--- src/rtl/alu_pkg.sv ---
// Shared ALU definitions: operand width, divider FSM encoding and adder mode constants.
package alu_pkg;
  localparam int ALU_W = 16;

  typedef enum logic [1:0] {
    IDLE = 2'd0,
    RUN  = 2'd1,
    DONE = 2'd2
  } div_state_e;

  localparam logic MODE_ADD = 1'b0;
  localparam logic MODE_SUB = 1'b1;
endpackage

--- src/rtl/adder_16bit.sv ---
// 16-bit add/subtract unit; mode=1 inverts b so that cin=1 gives a-b with cout=1 meaning no borrow.
module adder_16bit
  import alu_pkg::*;
(
  input  logic [15:0] a,
  input  logic [15:0] b,
  input  logic        mode,
  input  logic        cin,
  output logic [15:0] s,
  output logic        cout
);
  logic [15:0] b_x;

  assign b_x       = (mode == MODE_SUB) ? ~b : b;
  assign {cout, s} = {1'b0, a} + {1'b0, b_x} + {16'd0, cin};
endmodule

--- src/rtl/alu_seq_divider.sv ---
// Multi-cycle unsigned restoring divider: one quotient bit per cycle, trial subtract done by
// the shared adder_16bit.
module alu_seq_divider
  import alu_pkg::*;
#(
  parameter int WIDTH = ALU_W,
  parameter int CNT_W = 5
) (
  input  logic             clk,
  input  logic             rst,
  input  logic             start,
  input  logic [WIDTH-1:0] dividend,
  input  logic [WIDTH-1:0] divisor,
  output logic             busy,
  output logic             done,
  output logic [WIDTH-1:0] quotient,
  output logic [WIDTH-1:0] remainder,
  output logic             div_by_zero
);
  div_state_e       state_q;
  logic [WIDTH-1:0] r_q, q_q, d_q;
  logic [WIDTH-1:0] r_d, q_d;
  logic [CNT_W-1:0] cnt_q;
  logic             busy_q, done_q, dz_q;
  logic [WIDTH-1:0] quot_q, rem_q;

  logic [WIDTH-1:0] sh, add_a, add_b, add_s;
  logic             hb, add_cout, take;

  // Shift the next dividend bit into the partial remainder; hb is the bit shifted out the top.
  assign sh = {r_q[WIDTH-2:0], q_q[WIDTH-1]};
  assign hb = r_q[WIDTH-1];

  assign add_a = (state_q == RUN) ? sh  : '0;
  assign add_b = (state_q == RUN) ? d_q : '0;

  adder_16bit u_adder (
    .a    (add_a),
    .b    (add_b),
    .mode (MODE_SUB),
    .cin  (1'b1),
    .s    (add_s),
    .cout (add_cout)
  );

  // With hb set the shifted remainder exceeds 2^WIDTH > D, so the subtract must succeed.
  assign take = add_cout | hb;
  assign r_d  = take ? add_s : sh;
  assign q_d  = {q_q[WIDTH-2:0], take};

  always_ff @(posedge clk) begin
    if (rst) begin
      state_q <= IDLE;
      r_q     <= '0;
      q_q     <= '0;
      d_q     <= '0;
      cnt_q   <= '0;
      busy_q  <= 1'b0;
      done_q  <= 1'b0;
      dz_q    <= 1'b0;
      quot_q  <= '0;
      rem_q   <= '0;
    end else begin
      case (state_q)
        IDLE: begin
          done_q <= 1'b0;
          if (start) begin
            busy_q <= 1'b1;
            if (divisor != '0) begin
              q_q     <= dividend;
              d_q     <= divisor;
              r_q     <= '0;
              cnt_q   <= '0;
              dz_q    <= 1'b0;
              state_q <= RUN;
            end else begin
              quot_q  <= '1;
              rem_q   <= dividend;
              dz_q    <= 1'b1;
              done_q  <= 1'b1;
              state_q <= DONE;
            end
          end
        end
        RUN: begin
          r_q   <= r_d;
          q_q   <= q_d;
          cnt_q <= cnt_q + CNT_W'(1);
          // Results take the final iteration's values directly, saving a cycle.
          if (cnt_q == CNT_W'(WIDTH - 1)) begin
            quot_q  <= q_d;
            rem_q   <= r_d;
            done_q  <= 1'b1;
            state_q <= DONE;
          end
        end
        DONE: begin
          done_q  <= 1'b0;
          busy_q  <= 1'b0;
          state_q <= IDLE;
        end
        default: state_q <= IDLE;
      endcase
    end
  end

  assign busy        = busy_q;
  assign done        = done_q;
  assign quotient    = quot_q;
  assign remainder   = rem_q;
  assign div_by_zero = dz_q;
endmodule

--- config.mk ---
export PLATFORM = sky130hd
export DESIGN_NAME = alu_seq_divider
export DESIGN_NICKNAME = d
export VERILOG_FILES = /design/src/rtl/alu_pkg.sv /design/src/rtl/adder_16bit.sv /design/src/rtl/alu_seq_divider.sv
export SDC_FILE = /design/constraint.sdc
export NUM_CORES = 1
export LEC_CHECK = 0
export CAP_MARGIN = 20
export CORE_ASPECT_RATIO = 1.4
export CORE_MARGIN = 2
export CORE_UTILIZATION = 61
export CTS_CLUSTER_SIZE = 16
export DETAILED_ROUTE_END_ITERATION = 16
export PLACE_DENSITY = 0.88
export SYNTH_ARGS = -nofsm -noshare
export SYNTH_HDL_FRONTEND = slang
export SYNTH_HIERARCHICAL = 1
export SYNTH_SLANG_ARGS = --single-unit
export TNS_END_PERCENT = 50
--- constraint.sdc ---
create_clock -name clk -period 8.65 [get_ports clk]
set_input_delay 1.73 -clock clk [delete_from_list [all_inputs] [get_ports clk]]
set_output_delay 1.73 -clock clk [all_outputs]
set_load 0.03 [all_outputs]
After elaboration in Yosys (flattened, before gate mapping) --
Cells that the tools add are included. W data, S select, Z words.
Storage, ports and cells: input port bits 35, register bits after elaboration 90, output and inout port bits 35
Cells by class: bitwise logic cells 2, equal/unequal tests 7, mux-type cells 30, add/sub/neg operators 3, reduce and logical (&&, ||, !) cells 12
Operators with widths (count):
- $mux W16 | 13
- $pmux W16 S2 | 4
- $add A16 B16 Y17 | 1
- $add A17 B1 Y17 const B | 1
- $not A16 Y16 | 1
- $reduce_bool A16 Y1 | 1
- $mux W5 | 2
- $pmux W5 S2 | 1
- $reduce_and A2 Y1 | 4
- $mux W2 | 3
- $ne A2 B2 Y1 const B | 3
- $reduce_and A3 Y1 | 2
- $add A5 B1 Y5 const B | 1
- $eq A5 B4 Y1 const B | 1
- $mux W1 | 4
- $pmux W2 S2 | 1
- $reduce_and A4 Y1 | 1
- $reduce_bool A2 Y1 | 2
- $pmux W1 S3 | 1
- $reduce_bool A3 Y1 | 1
- $eq A2 B1 Y1 const B | 1
- $eq A2 B2 Y1 const B | 1
- $logic_not A2 Y1 | 1
- $ne A2 B1 Y1 const B | 1
- 2 further kinds | 2

Longest topological paths before layout --
word-level depth 9, mapped depth 19, depth with buffers taken out 15

By module --
The synthesis kept the hierarchy.
By module, submodules not included:
- alu_seq_divider | cells each 546, sequential area each 1801.7 um^2, area an instance 4519.3 um^2, times used 1
- adder_16bit | cells each 137, sequential area each 0.0 um^2, area an instance 1013.5 um^2, times used 1

Worst setup path before layout --
No wires, ideal clock.
path kind reg2reg, start register state_q[1], end register rem_q[0], in the netlist remainder[0], buffers on the path 4, arrival 4.152 ns, cell stages (with the launch flop) 20, period minus slack after synthesis 4.211 ns, slack 4.439 ns, cells stage by stage dfxtp_1 -> inv_1 -> ha_1 -> clkbuf_1 -> clkbuf_1 -> clkbuf_1 -> and2_1 -> inv_1 -> fa_1 -> fa_1 -> nor2b_1 -> o2111ai_1 -> a21oi_1 -> a31oi_1 -> o21ai_0 -> nor2_1 -> clkbuf_1 -> mux2i_1 -> a2111oi_0 -> o21a_1
On the way: elaborated cells on any way between the ends 16
RTL lines:
- start, declared | RTL line alu_seq_divider.sv:20 | div_state_e state_q;
- start signal, assigned | RTL line alu_seq_divider.sv:53 | state_q <= IDLE;
- start signal, assigned | RTL line alu_seq_divider.sv:75 | state_q <= RUN;
- start signal, assigned | RTL line alu_seq_divider.sv:81 | state_q <= DONE;
- $eq A2 B1 Y1 | RTL line alu_seq_divider.sv:34 | assign add_a = (state_q == RUN) ? sh : '0;
- $mux W16 | RTL line alu_seq_divider.sv:34
- via add_a[0] | RTL line alu_seq_divider.sv:27 | logic [WIDTH-1:0] sh, add_a, add_b, add_s;
- $add A16 B16 Y17 | RTL line adder_16bit.sv:15 | assign {cout, s} = {1'b0, a} + {1'b0, b_x} + {16'd0, cin};
- $add A17 B1 Y17 | RTL line adder_16bit.sv:15
- via add_cout | RTL line alu_seq_divider.sv:28 | logic hb, add_cout, take;
- $or A1 B1 Y1 | RTL line alu_seq_divider.sv:47 | assign take = add_cout | hb;
- $mux W16 | RTL line alu_seq_divider.sv:48 | assign r_d = take ? add_s : sh;
- $mux W16 | RTL line alu_seq_divider.sv:90 | if (cnt_q == CNT_W'(WIDTH - 1)) begin
- $pmux W16 S2 | RTL line alu_seq_divider.sv:64 | case (state_q)
- end signal, assigned | RTL line alu_seq_divider.sv:78 | rem_q <= dividend;
- end signal, assigned | RTL line alu_seq_divider.sv:92 | rem_q <= r_d;
- end, declared | RTL line alu_seq_divider.sv:25 | logic [WIDTH-1:0] quot_q, rem_q;
The timed path passes the listed nets, and every way through them passes these cells. The select of a mux whose other input is x is not followed. A chain may end at the register's enable or synchronous reset.

Final worst setup path --
Ends and elaborated chain as after synthesis.

==> impl_metrics.tcl <==
set metrics [dict create \
    switching_share_pct 35.1 \
    cp-end-kind "flop" \
    drv_cap 0 \
    ant_nets 0 \
    cp_data_required_time_ps 8930 \
    nNetsFinal 773 \
    clkSinkCount 90 \
    drcViolationCount 0 \
    vias_per_cell 6.74 \
    ys.flop_type "dfxtp_1" \
    syn_inst 683 \
    cts_inserted_buffers 9 \
    r2r_start "state_q[1]" \
    synth_top_family_by_area "compound AO/OA/AOI/OAI gates" \
    cts_resized 0 \
    clockBufferDepth 2 \
    switching_power_uw 420 \
    wl_per_cell_um 20.0 \
    timing.fmax_mhz 198 \
    crit_fanout 53 \
    ir_drop_mv 0.186 \
    insertion_delay_ps 340 \
    track_usage_pct 32.6 \
    ys_seq_area_share_pct 32.6 \
    yosys_warnings 6 \
    crit_top_cell "buf_4" \
    dieArea_um2 9860 \
    grt_pass1_vias 5263 \
    cts.clk_slew.worst_paths_ps 60 \
    power_frac_comb_pct 28.6 \
    final_common_cell "dfxtp_1" \
    place.gp.congestion 0.901 \
    synth_cell_types 61 \
    relSlewSlack_pct 37.9 \
    hold_buffers 0 \
    cp_top_family "adder cells" \
    antenna_found_initial 0 \
    post_cts_buffers 0 \
    synth_xor_area_share_pct 4.43 \
    synthMuxAreaShare_pct 2.35 \
    drt_iter0_markers 521 \
    drv_slew 0 \
    dp_hpwl_um 11400 \
    hold_class "flop to flop" \
    boundaryPins 70 \
    slowest_delay_ps 680 \
    hold_start "d_q[1]" \
    cts_tree "yes" \
    die_h_um 117 \
    cellLeakagePower_nw 2.41 \
    p_per_area_nw_per_um2 184 \
    skew_ps 7.05 \
    period_needed_ps 5050 \
    synth_enable_flop_cells 0 \
    grt-ovfl-total 0 \
    synth-simple-area-share_pct 17.9 \
    start_util_pct 62.0 \
    root_buffer "clkbuf_16" \
    final_hold_viol_count 0 \
    io_buffers 69 \
    core_area_um2 8930 \
    fp.dieW_um 84.5 \
    setup_tns_ps 0 \
    arrival_ps 5340 \
    path_cells "inv_1, ha_2, buf_4, and2_1, inv_1, fa_1, fa_1, nor2b_1, o2111ai_1, a21oi_1, a31oi_1, o21ai_1, buf_4, nor2_1, buf_4, mux2i_1, a2111oi_0, o21a_1" \
    critPathLaunchType "flop" \
    mostFrequentLayoutCells "dfxtp_1 (90), a21oi_1 (83), clkdlybuf4s50_1 (68), nand2_1 (52), and2_1 (42)" \
    first_pass_iters 5 \
    critPathBufInv 5 \
    drive_gt1_share_pct 6.67 \
    grt_max_degree 91 \
    dp_cells 808 \
    p_total_mw 1.20 \
    p_int_uw 777 \
    async_flop_share_pct 0 \
    grt_setup_unrepaired "false" \
    wirelength_um 16500 \
    crit_type "flop to flop" \
    critical_path.startpoint "state_q[1]" \
    worst_pin_slew_ps 931 \
    h-tree-depth 3 \
    area_growth_pct 17.3 \
    layout.cells.non_filler 827 \
    period_share_pct 58.4 \
    synthAdderAreaFrac_pct 5.47 \
    synth.avg_cell_area_um2 8.10 \
    pwr-share-seq_pct 40.0 \
    status "finished clean" \
    critPathSlowestCell "ha_2" \
    placementRows 41 \
    antenna_cells 0 \
    netlist_area_um2 5530 \
    setup-violations-final 0 \
    ys_seq_elements 90 \
    clock_power_share_pct 31.4 \
    vias 5573 \
    grt_pass1_wl_um 25800 \
    synth_compound_area_share_pct 30.5 \
]
[logic make-up after synthesis]
logic type                 after synthesis
AOI/OAI and AO/OA                      251
xor gates and xnor gates                28
adders and majority gates               23
buffers and inverters                   91
DFF                                     90
muxes                                   13
other                                    1
and+or+nand+nor                        186
[layout make-up]
type / instances / area (um^2)
inverters: 31 / 116
clock inverters: 6 / 40.0
flip-flops and latches: 90 / 1800
multi-input cells: 503 / 3380
clock buffers: 10 / 239
fillers: 670 / 2430
well taps: 107 / 134
repair buffers: 80 / 776
[synthesized netlist by cell type, types with 3 or more instances]
library cell | n | area share (%)
nor4_1 | 4 | 0.45
ha_1 | 21 | 4.7
nand2b_1 | 6 | 0.68
o21a_1 | 13 | 1.8
xor2_1 | 17 | 2.7
a41oi_1 | 3 | 0.47
o21ai_0 | 39 | 3.5
a211oi_1 | 31 | 4.2
a21o_1 | 7 | 0.95
inv_1 | 30 | 2.0
dfxtp_1 | 90 | 33
a221oi_1 | 7 | 1.1
or4_1 | 4 | 0.54
o2111ai_1 | 12 | 1.9
nor2_1 | 17 | 1.2
or3b_2 | 6 | 0.95
xnor2_1 | 11 | 1.7
o221ai_1 | 7 | 1.1
buf_2 | 8 | 0.72
clkbuf_1 | 46 | 3.1
mux2i_1 | 13 | 2.4
a211o_1 | 8 | 1.3
nor3_1 | 13 | 1.2
a21oi_1 | 83 | 7.5
nand2_1 | 52 | 3.5
a2111oi_0 | 3 | 0.47
o211ai_1 | 8 | 1.1
and3_1 | 4 | 0.45
nor2b_1 | 9 | 1.0
nand4_1 | 6 | 0.68
nand3_1 | 19 | 1.7
and2_1 | 42 | 4.7
a21boi_0 | 3 | 0.41
[worst register-to-register path, cell delays in order, from the launching register on]
cell and delay, ps:
dfxtp_1 330, inv_1 110, ha_2 680, buf_4 540, and2_1 200, inv_1 60, fa_1 450, fa_1 420
nor2b_1 170, o2111ai_1 150, a21oi_1 230, a31oi_1 100, o21ai_1 170, buf_4 240, nor2_1 150, buf_4 260
mux2i_1 160, a2111oi_0 410, o21a_1 160
[power groups by stage]
stage / combinational, mW / clock (mW) / sequential [mW]
2_1_floorplan: 0.192 / 0 / 0.510
6_report: 0.343 / 0.375 / 0.478
3_5_place_dp: 0.331 / 0 / 0.486
3_3_place_gp: 0.315 / 0 / 0.484
4_1_cts: 0.335 / 0.373 / 0.477
5_1_grt: 0.363 / 0.391 / 0.481
[per-stage QoR]
| stage | cell area, um^2 | hold slack, ps | setup slack (ps) | utilization [%] |
|---|---|---|---|---|
| final | 6490 | 457 | 3600 | 72.7 |
| after global routing | 6490 | 479 | 3230 | 72.7 |
| after CTS | 6470 | 456 | 3480 | 72.5 |
| after detailed placement | 6190 | 447 | 3500 | 69.3 |
| after global placement | 6170 | 443 | 3750 | 69.2 |
| after floorplan | 5540 | 432 | 4440 | - |
[routing by layer]
metal / share of wire (%) / wire length (um) / vias to the layer above / GRT usage, %
met5: 0 / 0 / - / 0
met4: 4.2 / 700 / 0 / 16.4
met3: 7.9 / 1300 / 65 / 5.37
met2: 50 / 8280 / 341 / 59.0
met1: 38 / 6250 / 2612 / 36.9
li1: - / - / 2555 / -
[registers in the layout, indices dropped and copies added (netlist names)]
register and flops:
d_q 16, r_q 16, busy 1, quotient 16, cnt_q 5, state_q 2
done 1, q_q 16, remainder 16, div_by_zero 1
[worst paths after layout]
path,endpoint,slack [ps],cells past startpoint
hold reg to reg,d_q[1],460,2
hold / removal,d_q[1],460,2
setup / recovery,remainder[0],3600,18
setup reg to reg,remainder[0],3600,18
Power figures use the tool's default switching activity.
